==> config.mk <==
export PLATFORM = sky130hd
export DESIGN_NAME = pc_fetch_reg_flat
export DESIGN_NICKNAME = d
export VERILOG_FILES = /design/src/rtl/if_pkg.sv /design/src/rtl/pc_fetch_reg_if.sv /design/src/rtl/pc_redirect_arb.sv /design/src/rtl/pc_fetch_reg.sv /design/src/flat_wrapper.sv
export SDC_FILE = /design/constraint.sdc
export NUM_CORES = 1
export LEC_CHECK = 0
export ABC_AREA = 1
export CORE_MARGIN = 2
export CORE_UTILIZATION = 49
export CTS_BUF_LIST = sky130_fd_sc_hd__clkbuf_8
export DETAILED_ROUTE_END_ITERATION = 7
export PLACE_DENSITY = 0.82
export RECOVER_POWER = 25
export SYNTH_ARGS = -nofsm -noshare
export SYNTH_HDL_FRONTEND = slang
export SYNTH_SLANG_ARGS = --single-unit
==> constraint.sdc <==
create_clock -name clk -period 1.9 [get_ports clk]
set_clock_uncertainty 0.05 [all_clocks]
set_input_delay 0.38 -clock clk [delete_from_list [all_inputs] [get_ports clk]]
set_output_delay 0.38 -clock clk [all_outputs]
set_load 0.02 [all_outputs]
==> src/rtl/if_pkg.sv <==
// Shared types for the IF-stage PC register.
// Pending-redirect states, redirect sources and alignment helpers.
package if_pkg;

  typedef enum logic {
    IDLE = 1'b0,
    PEND = 1'b1
  } pend_state_e;

  typedef enum logic [2:0] {
    SRC_TRAP = 3'd0,
    SRC_JALR = 3'd1,
    SRC_BR   = 3'd2,
    SRC_JAL  = 3'd3,
    SRC_SEQ  = 3'd4
  } redirect_src_e;

  localparam int DEF_ILEN_BYTES = 4;
  localparam int ALIGN_MASK     = DEF_ILEN_BYTES - 1;

endpackage

==> src/rtl/pc_fetch_reg_if.sv <==
// Control/redirect bundle between hazard/EX logic and the PC register.
// master = redirect/stall producer, slave = PC register.
interface pc_fetch_reg_if #(
  parameter int XLEN  = 32,
  parameter int CNT_W = 16
);
  logic             en;
  logic             clear;
  logic             trap_req;
  logic [XLEN-1:0]  trap_target;
  logic             jalr_taken;
  logic [XLEN-1:0]  jalr_target;
  logic             br_taken;
  logic [XLEN-1:0]  br_target;
  logic             jal_taken;
  logic [XLEN-1:0]  jal_target;
  logic [XLEN-1:0]  PCF;
  logic             pcf_valid;
  logic             misalign_fault;
  logic [XLEN-1:0]  fault_addr;
  logic [CNT_W-1:0] redirect_cnt;

  modport master (
    output en, clear,
    output trap_req, trap_target,
    output jalr_taken, jalr_target,
    output br_taken, br_target,
    output jal_taken, jal_target,
    input  PCF, pcf_valid,
    input  misalign_fault, fault_addr,
    input  redirect_cnt
  );

  modport slave (
    input  en, clear,
    input  trap_req, trap_target,
    input  jalr_taken, jalr_target,
    input  br_taken, br_target,
    input  jal_taken, jal_target,
    output PCF, pcf_valid,
    output misalign_fault, fault_addr,
    output redirect_cnt
  );

endinterface

==> src/rtl/pc_redirect_arb.sv <==
// Fixed-priority redirect arbiter: trap > jalr > br > jal.
// Purely combinational; SRC_SEQ means no redirect requested.
module pc_redirect_arb
  import if_pkg::*;
#(
  parameter int XLEN = 32
) (
  input  logic            trap_req,
  input  logic [XLEN-1:0] trap_target,
  input  logic            jalr_taken,
  input  logic [XLEN-1:0] jalr_target,
  input  logic            br_taken,
  input  logic [XLEN-1:0] br_target,
  input  logic            jal_taken,
  input  logic [XLEN-1:0] jal_target,
  output logic            sel_vld,
  output redirect_src_e   sel_src,
  output logic [XLEN-1:0] sel_target
);

  always_comb begin
    sel_vld    = trap_req | jalr_taken
               | br_taken | jal_taken;
    sel_src    = SRC_SEQ;
    sel_target = '0;
    priority case (1'b1)
      trap_req: begin
        sel_src    = SRC_TRAP;
        sel_target = trap_target;
      end
      jalr_taken: begin
        sel_src    = SRC_JALR;
        sel_target = jalr_target;
      end
      br_taken: begin
        sel_src    = SRC_BR;
        sel_target = br_target;
      end
      jal_taken: begin
        sel_src    = SRC_JAL;
        sel_target = jal_target;
      end
      default: ;
    endcase
  end

endmodule

==> src/rtl/pc_fetch_reg.sv <==
// IF-stage PC register: prioritised redirects, stall buffering,
// flush-able valid bit, misalignment trap and redirect counter.
module pc_fetch_reg
  import if_pkg::*;
#(
  parameter int              XLEN       = 32,
  parameter logic [XLEN-1:0] RESET_PC   = '0,
  parameter int              ILEN_BYTES = 4,
  parameter logic [XLEN-1:0] TRAP_VEC   = '0,
  parameter int              CNT_W      = 16
) (
  input logic           clk,
  input logic           rst,
  pc_fetch_reg_if.slave bus
);

  localparam logic [XLEN-1:0] AMASK =
    XLEN'(ILEN_BYTES - 1);
  localparam logic [XLEN-1:0] STEP =
    XLEN'(ILEN_BYTES);

  logic            sel_vld;
  redirect_src_e   sel_src;
  logic [XLEN-1:0] sel_target;

  pend_state_e      pend_q, pend_d;
  logic [XLEN-1:0]  pend_pc_q, pend_pc_d;
  logic [XLEN-1:0]  pcf_q, pcf_d;
  logic             valid_q, valid_d;
  logic             fault_q, fault_d;
  logic [XLEN-1:0]  faddr_q, faddr_d;
  logic [CNT_W-1:0] cnt_q, cnt_d;
  logic             apply;
  logic [XLEN-1:0]  tgt;

  pc_redirect_arb #(.XLEN(XLEN)) u_arb (
    .trap_req    (bus.trap_req),
    .trap_target (bus.trap_target),
    .jalr_taken  (bus.jalr_taken),
    .jalr_target (bus.jalr_target),
    .br_taken    (bus.br_taken),
    .br_target   (bus.br_target),
    .jal_taken   (bus.jal_taken),
    .jal_target  (bus.jal_target),
    .sel_vld     (sel_vld),
    .sel_src     (sel_src),
    .sel_target  (sel_target)
  );

  always_comb begin
    pend_d    = pend_q;
    pend_pc_d = pend_pc_q;
    pcf_d     = pcf_q;
    valid_d   = valid_q;
    fault_d   = 1'b0;
    faddr_d   = faddr_q;
    cnt_d     = cnt_q;
    // a live redirect always beats a buffered one
    unique case (sel_src)
      SRC_SEQ: begin
        apply = (pend_q == PEND);
        tgt   = pend_pc_q;
      end
      default: begin
        apply = 1'b1;
        tgt   = sel_target;
      end
    endcase
    if (bus.en) begin
      pend_d  = IDLE;
      valid_d = ~bus.clear;
      if (apply) begin
        if (cnt_q != '1)
          cnt_d = cnt_q + CNT_W'(1);
        if ((tgt & AMASK) != '0) begin
          pcf_d   = TRAP_VEC;
          fault_d = 1'b1;
          faddr_d = tgt;
        end else begin
          pcf_d = tgt;
        end
      end else begin
        pcf_d = pcf_q + STEP;
      end
    end else begin
      if (bus.clear)
        valid_d = 1'b0;
      if (sel_vld) begin
        pend_d    = PEND;
        pend_pc_d = sel_target;
      end
    end
  end

  always_ff @(posedge clk) begin
    if (rst) begin
      pend_q    <= IDLE;
      pend_pc_q <= '0;
      pcf_q     <= RESET_PC;
      valid_q   <= 1'b1;
      fault_q   <= 1'b0;
      faddr_q   <= '0;
      cnt_q     <= '0;
    end else begin
      pend_q    <= pend_d;
      pend_pc_q <= pend_pc_d;
      pcf_q     <= pcf_d;
      valid_q   <= valid_d;
      fault_q   <= fault_d;
      faddr_q   <= faddr_d;
      cnt_q     <= cnt_d;
    end
  end

  assign bus.PCF            = pcf_q;
  assign bus.pcf_valid      = valid_q;
  assign bus.misalign_fault = fault_q;
  assign bus.fault_addr     = faddr_q;
  assign bus.redirect_cnt   = cnt_q;

endmodule

==> src/flat_wrapper.sv <==
// flat-port wrapper written by rule: the top's interface ports become plain ports
module pc_fetch_reg_flat import if_pkg::*;
#(
  parameter int              XLEN       = 32,
  parameter logic [XLEN-1:0] RESET_PC   = '0,
  parameter int              ILEN_BYTES = 4,
  parameter logic [XLEN-1:0] TRAP_VEC   = '0,
  parameter int              CNT_W      = 16
)
  (clk, rst, bus_en, bus_clear, bus_trap_req, bus_trap_target, bus_jalr_taken, bus_jalr_target, bus_br_taken, bus_br_target, bus_jal_taken, bus_jal_target, bus_PCF, bus_pcf_valid, bus_misalign_fault, bus_fault_addr, bus_redirect_cnt);
  pc_fetch_reg_if #(.XLEN(XLEN), .CNT_W(CNT_W)) bus_i ();
  input logic clk;
  input logic rst;
  input wire logic [$bits(bus_i.en)-1:0] bus_en;
  input wire logic [$bits(bus_i.clear)-1:0] bus_clear;
  input wire logic [$bits(bus_i.trap_req)-1:0] bus_trap_req;
  input wire logic [$bits(bus_i.trap_target)-1:0] bus_trap_target;
  input wire logic [$bits(bus_i.jalr_taken)-1:0] bus_jalr_taken;
  input wire logic [$bits(bus_i.jalr_target)-1:0] bus_jalr_target;
  input wire logic [$bits(bus_i.br_taken)-1:0] bus_br_taken;
  input wire logic [$bits(bus_i.br_target)-1:0] bus_br_target;
  input wire logic [$bits(bus_i.jal_taken)-1:0] bus_jal_taken;
  input wire logic [$bits(bus_i.jal_target)-1:0] bus_jal_target;
  output wire logic [$bits(bus_i.PCF)-1:0] bus_PCF;
  output wire logic [$bits(bus_i.pcf_valid)-1:0] bus_pcf_valid;
  output wire logic [$bits(bus_i.misalign_fault)-1:0] bus_misalign_fault;
  output wire logic [$bits(bus_i.fault_addr)-1:0] bus_fault_addr;
  output wire logic [$bits(bus_i.redirect_cnt)-1:0] bus_redirect_cnt;
  assign bus_i.en = bus_en;
  assign bus_i.clear = bus_clear;
  assign bus_i.trap_req = bus_trap_req;
  assign bus_i.trap_target = bus_trap_target;
  assign bus_i.jalr_taken = bus_jalr_taken;
  assign bus_i.jalr_target = bus_jalr_target;
  assign bus_i.br_taken = bus_br_taken;
  assign bus_i.br_target = bus_br_target;
  assign bus_i.jal_taken = bus_jal_taken;
  assign bus_i.jal_target = bus_jal_target;
  assign bus_PCF = bus_i.PCF;
  assign bus_pcf_valid = bus_i.pcf_valid;
  assign bus_misalign_fault = bus_i.misalign_fault;
  assign bus_fault_addr = bus_i.fault_addr;
  assign bus_redirect_cnt = bus_i.redirect_cnt;
  pc_fetch_reg #(.XLEN(XLEN), .RESET_PC(RESET_PC), .ILEN_BYTES(ILEN_BYTES), .TRAP_VEC(TRAP_VEC), .CNT_W(CNT_W)) u_core (.clk(clk), .rst(rst), .bus(bus_i));
endmodule
==> impl_results.md, run 1 <==
* CTS tree: built
* Initial Utilization at 50.40%
* Synth Cell Area at 7353 um^2
* Sequential share of power at 40.4%
* Core Footprint at 14590 um^2
* Synth cell types at 28
* Post-placement cell count at 1639
* Hold Path Class: input port to flop
* EDFF count, synth at 0
* CP Buf/Inv Count at 1
* Warnings from Yosys at 0
* CP Class: flop to output port
* Critical Path AT at 1.44 ns
* Overflow after GRT at 0
* Final setup violation count at 0
* CTS Sinks at 115
* Final Critical Period at 1.874 ns
* Area of the multi-input gates at 4258 um^2
* PortBufs at 217
* Finished Cell Area at 10260 um^2
* Syn Inst Count at 1255
* Rel. slew slack at 71.89%
* Largest net degree at the start of global routing at 58
* Clk pwr share at 33.9%
* First-pass GRT wire length at 37.07 mm
* Switching share of power at 30.70%
* Hpwl dp at 17.61 mm
* Peak VDD IR at 0.4562 mV
* Skew-Pair Late Insertion Delay at 0.44 ns
* Slew Viols, Final at 0
* Worst path max stage delay at 0.66 ns
* Synth top cells by count: nand2_1 (358), nor2_1 (237), inv_1 (123)
* Vias in the first global route at 7737
* Die Area at 16000 um^2
* Fillers at 1294
* Hold_buf cts at 0
* Post-route DRC at 0
* TritonCTS Buffers at 17
* GRT Util Overall at 28.25%
* Syn avg cell area at 5.859 um^2
* Site row count at 44
* Die W at 126.5 um
* FF/Latch Area at 2302 um^2
* Clock transition at path regs at 0.07 ns
* CTS max path bufs at 2
* DIE HEIGHT at 126.5 um
* Nets@finish at 1618
* Area Overhead vs Synth at 39.54%
* Async SR Flop Fraction at 0%
* Share of layout cells above drive strength 1 at 7.775%
* LEAKAGE at 4.722 nW
* WL final at 23.25 mm
* Worst-margin pin slew at 0.4202 ns
* First-pass iteration count of the detailed router at 5
* Critical Path Start Type: flop
* Status: finished clean
* Logic pwr share at 25.7%
* Initial antenna violation count at 1
* P_sw at 0.002066 W
* Pwr per Cell Area at 655.6 nW/um^2
* Total internal power at 0.004662 W
* Sequential-to-total area share from yosys stat at 31.31%
* Seq cells post-synth at 115
* Cell family with most CP delay: buffers and inverters
* Critical Path Fanout Max at 2
* Slowest cell on crit path: clkdlybuf4s50_1
* Required @ worst endpoint at 1.47 ns
* Drt initial violations at 751
* Period utilization at 98.61%
* Top_reg_cell synth: dfxtp_1
* Avg WL per Cell at 13.86 um
* CTS root buf: clkbuf_8
* CTS HTree Levels at 4
* GPL Wtd Cong at 0.9491
* Post-DRT Antenna Nets at 0
* Count leader, synth: nand2_1
* Synth top area share at 31.31%
* DR vias/cell at 5.162
* Mapped Nets at 1393
* Crit-path cells: clkdlybuf4s50_1
* Dpl cell area at 9873 um^2
* Area leader, netlist: dfxtp_1
* IO Count at 218
* Crit. End Element: output port
* Max Cap Viol at 0
* Peak Freq at 533.7 MHz
* Synth top area cells: dfxtp_1 (31%), nand2_1 (18%), nor2_1 (12%)
* Final non-filler cell total at 1677
* Final Core Density at 70.33%
* Hold Violations, Final at 0
* Vias post-DR at 8656
[metal layers]
layer,track usage [%],vias to the layer above,part of all wire [%]
met4,9.567,0,2.2
li1,-,4388,-
met3,5.567,54,7.5
met1,36.53,3847,43
met2,47.22,367,47
met5,0,-,0
[power groups by stage]
stage / clock (W) / sequential, W / combinational, W
floorplan: 0 / 0.00287 / 0.000799
global placement: 0 / 0.00277 / 0.00169
detailed placement: 0 / 0.00277 / 0.00172
CTS: 0.00230 / 0.00271 / 0.00172
global route: 0.00242 / 0.00273 / 0.00189
finish: 0.00228 / 0.00272 / 0.00173
[registers in the layout, summed over array words and instances, names as in the netlist]
name and cells:
u_core.bus.PCF 32, u_core.pend_pc_q 32, u_core.bus.pcf_valid 1, u_core.bus.redirect_cnt 16, u_core.bus.misalign_fault 1, u_core.pend_q 1, u_core.bus.fault_addr 32
[stage by stage]
step | total power, W | TNS, ns | setup slack, ns | hold slack (ns)
after floorplan | 0.003672 | 0 | 0.07135 | 0.4416
after global placement | 0.004456 | -43.83 | -0.6261 | 0.3803
after detailed placement | 0.004487 | -49.37 | -0.7035 | 0.3853
after CTS | 0.006733 | 0 | 0.0005245 | 0.3019
after global routing | 0.007041 | -0.004914 | -0.004914 | 0.3354
final | 0.006727 | 0 | 0.02645 | 0.3065
[placed cells by master, fill, tap and decap left out, types with 9 or more instances in the layout]
cell type          n
dfxtp_1          115
nand2_1          357
o21ai_0           63
buf_4             46
nor3_1             9
a21oi_1          122
clkbuf_8          21
inv_1            124
dlygate4sd2_1     41
nor2_1           234
o211ai_1          11
xor2_1             9
nand3_1           75
nand3b_1          27
clkdlybuf4s50_1  166
[layout make-up]
type | count | area share [%]
Timing Repair Buffer | 272 | 25.14
Clock inverter | 10 | 1.049
Tap cell | 184 | 2.244
Inverter | 129 | 4.792
Clock buffer | 21 | 2.817
Multi-Input combinational cell | 945 | 41.49
Antenna cell | 1 | 0.02439
Sequential cell | 115 | 22.44
[path summary, 6_finish.rpt]
kind,startpoint,cells past startpoint,to,slack (ns)
max reg2reg,u_core.bus.PCF[3],13,u_core.bus.PCF[26],0.16
min,rst,4,u_core.pend_pc_q[22],0.31
min reg2reg,u_core.bus.PCF[0],2,u_core.bus.PCF[0],0.39
max,u_core.bus.fault_addr[20],1,bus_fault_addr[20],0.03
[cell families after synthesis]
kind of cell	after synthesis	synth area share, %
AOI/OAI and AO/OA	200	14.09
xor gates and xnor gates	13	1.548
adders and majority gates	2	0.3403
buffers and inverters	196	11.15
DFF	115	31.31
and+or+nand+nor	729	41.57
[timing repair]
action / in CTS / in global routing
gates resized for setup: 44 / 16
setup endpoints to repair: 101 / 85
buffers inserted: 2 / 3
cloned: 1 / 0
pin swaps: 1 / 1
Power figures use the tool's default switching activity.
==> run 2: changes to the inputs <==
--- a/config.mk
+++ b/config.mk
@@ -10,8 +10,10 @@
 export CORE_UTILIZATION = 49
 export CTS_BUF_LIST = sky130_fd_sc_hd__clkbuf_8
 export DETAILED_ROUTE_END_ITERATION = 7
+export HOLD_SLACK_MARGIN = 0.12
 export PLACE_DENSITY = 0.82
 export RECOVER_POWER = 25
+export SLEW_MARGIN = 0
 export SYNTH_ARGS = -nofsm -noshare
 export SYNTH_HDL_FRONTEND = slang
 export SYNTH_SLANG_ARGS = --single-unit
==> results of run 2 <==
The final DEF is identical to that of run 1; final timing and power are the same.
==> run 3: changes to the inputs <==
--- a/config.mk
+++ b/config.mk
@@ -6,12 +6,12 @@
 export NUM_CORES = 1
 export LEC_CHECK = 0
 export ABC_AREA = 1
-export CORE_MARGIN = 2
-export CORE_UTILIZATION = 49
+export CORE_UTILIZATION = 53
 export CTS_BUF_LIST = sky130_fd_sc_hd__clkbuf_8
+export CTS_CLUSTER_SIZE = 24
 export DETAILED_ROUTE_END_ITERATION = 7
 export HOLD_SLACK_MARGIN = 0.12
-export PLACE_DENSITY = 0.82
+export PLACE_DENSITY = 0.87
 export RECOVER_POWER = 25
 export SLEW_MARGIN = 0
 export SYNTH_ARGS = -nofsm -noshare
==> constraint.sdc (replaced) <==
create_clock -name clk -period 2.3 [get_ports clk]
set_clock_uncertainty 0.05 [all_clocks]
set_input_delay 0.46 -clock clk [delete_from_list [all_inputs] [get_ports clk]]
set_output_delay 0.46 -clock clk [all_outputs]
set_load 0.02 [all_outputs]
==> run 3 against run 2 <==
Sequential power shrank 17%. Highest routed layer unchanged. Critical endpoint is now bus_PCF[20]. Total power shrank 18%. Count of clock-buffer cells in the layout shrank 1.
==> impl_results.md, run 3 (synthesis results as in run 1) <==
* Design Power at 0.005516 W (-18%)
* Initial Utilization at 54.87% (+4.5 points)
* Overflow after GRT at 0 (unchanged)
* GRT Util Overall at 32.09% (+3.8 points)
* CTS Sinks at 115 (unchanged)
* Hold Path Class: flop to flop
* Peak VDD IR at 0.4080 mV (-11%)
* Finished Cell Area at 10140 um^2 (-1.2%)
* TritonCTS Buffers at 17 (unchanged)
* Worst-margin pin slew at 0.6800 ns (+0.2598 ns)
* Pwr per Cell Area at 543.9 nW/um^2 (-17%)
* Vias post-DR at 8698 (+0.49%)
* Largest net degree at the start of global routing at 59 (+1.7%)
* Critical Path Start Type: flop
* Met3 WL post-DR at 2.005 mm (+16%)
* Critical Path AT at 1.62 ns (+0.18 ns)
* First-pass iteration count of the detailed router at 6 (+1)
* Met1 wire length at 9.410 mm (-6.0%)
* CTS HTree Levels at 4 (unchanged)
* Required @ worst endpoint at 1.79 ns (+0.32 ns)
* DR top layer: met4
* Vias in the first global route at 7754 (+0.22%)
* Hold_buf cts at 0 (unchanged)
* Final non-filler cell total at 1655 (-1.3%)
* First-pass GRT wire length at 36.93 mm (-0.37%)
* Post-placement cell count at 1623 (-0.98%)
* Metal2 WL at 10.76 mm (-2.1%)
* Peak Freq at 468.9 MHz
* Skew-Pair Late Insertion Delay at 0.45 ns (about the same)
* Slew Viols, Final at 0 (unchanged)
* Final Critical Period at 2.133 ns
* Crit-path cells: clkdlybuf4s50_1
* Post-route DRC at 0 (unchanged)
* Rel. slew slack at 54.67% (-17 points)
* Nets@finish at 1604 (-0.87%)
* Clock transition at path regs at 0.07 ns (about the same)
* Area Overhead vs Synth at 37.91%
* Worst path max stage delay at 0.67 ns (about the same)
* CP Buf/Inv Count at 1 (unchanged)
* WL final at 22.71 mm (-2.3%)
* CTS root buf: clkbuf_8
* Die W at 119.8 um (-5.3%)
* Post-Place Setup Slack at -0.1586 ns (+0.5449 ns)
* Post-route setup slack at 0.1674 ns (+0.1409 ns)
* Critical Path Fanout Max at 6 (+4)
* Cell family with most CP delay: buffers and inverters
* Ant diodes at 0 (-1)
* Hpwl dp at 17.10 mm (-2.9%)
* Status: finished clean
* Dpl cell area at 9778 um^2 (-0.96%)
* DR vias/cell at 5.256 (+1.8%)
* Avg WL per Cell at 13.72 um (-1.0%)
* Most frequent cells in the layout: nand2_1 (360), nor2_1 (238), clkdlybuf4s50_1 (205)
* Final setup violation count at 0 (unchanged)
* Max Cap Viol at 0 (unchanged)
* Hold Violations, Final at 0 (unchanged)
* RSZ-0062 raised after global routing: no
* IO Count at 218 (unchanged)
* DIE HEIGHT at 119.8 um (-5.3%)
* CTS max path bufs at 2 (unchanged)
* Fillers at 1107 (-14%)
* Site row count at 42 (-4.5%)
* Most common cell after layout, fill and taps aside: nand2_1
* Crit. End Element: output port
* Drt initial violations at 911 (+21%)
* Period utilization at 92.72%
* Share of layout cells above drive strength 1 at 6.288% (-1.5 points)
* Post-DRT Antenna Nets at 0 (unchanged)
* Initial antenna violation count at 0 (-1)
* Slowest cell on crit path: clkdlybuf4s50_1
* Die Area at 14350 um^2 (-10%)
* CP Class: flop to output port
* GPL Wtd Cong at 0.9170 (-3.4%)
* Post-CTS Resized at 0 (-100%)
* Core Footprint at 13400 um^2 (-8.1%)
* Fin Hold WS at 0.3994 ns (+0.09293 ns)
* Buffer count from post-CTS setup fixing at 0 (-2)
* CTS tree: built
* PortBufs at 217 (unchanged)
* LEAKAGE at 4.492 nW (-4.9%)
## run 3: changes by cell type in the layout (fill, tap and decap cells not counted), moves of 4 or more
cell             delta
clkbuf_1            -5
nor2_2              -4
dlygate4sd2_1      -41
buf_4              -14
nor2_1              +4
dlygate4sd3_1      +10
clkdlybuf4s50_1    +39
## run 3: path summary, 6_finish.rpt
kind	from	to	slack, ns	cells past startpoint
max reg2reg	u_core.bus.PCF[2]	u_core.bus.PCF[26]	0.26	12
min reg2reg	u_core.bus.PCF[1]	u_core.bus.PCF[1]	0.40	2
min	u_core.bus.PCF[1]	u_core.bus.PCF[1]	0.40	2
max	u_core.bus.PCF[20]	bus_PCF[20]	0.17	1
## run 3: power by group
group          switching (W)  leakage, nW  total, W  internal, W
clock network       0.000831        0.210   0.00186      0.00103
registers           0.000114        0.949   0.00225      0.00213
logic               0.000755         3.33   0.00141     0.000654
total                0.00170         4.49   0.00552      0.00382
## run 3: through the flow
step                      utilization (%)  TNS [ns]
after floorplan                         -         0
after global placement              72.97    -2.462
after detailed placement            72.97    -4.875
after CTS                           75.87         0
after global routing                75.68         0
final                               75.68         0
## run 3: layout make-up
class,instances,area (um^2),share of cell area [%]
Multi-Input combinational cell,944,4219,41.60
Timing Repair Buffer,259,2526,24.91
Sequential cell,115,2302,22.70
Inverter,129,484.2,4.775
Clock buffer,20,275.3,2.714
Tap cell,176,220.2,2.171
Clock inverter,12,113.9,1.123
## run 3: routing by layer
layer	vias up	track usage [%]
met3	47	7.747
met5	-	0
met1	3877	41.32
met4	0	11.88
li1	4369	-
met2	405	51.88
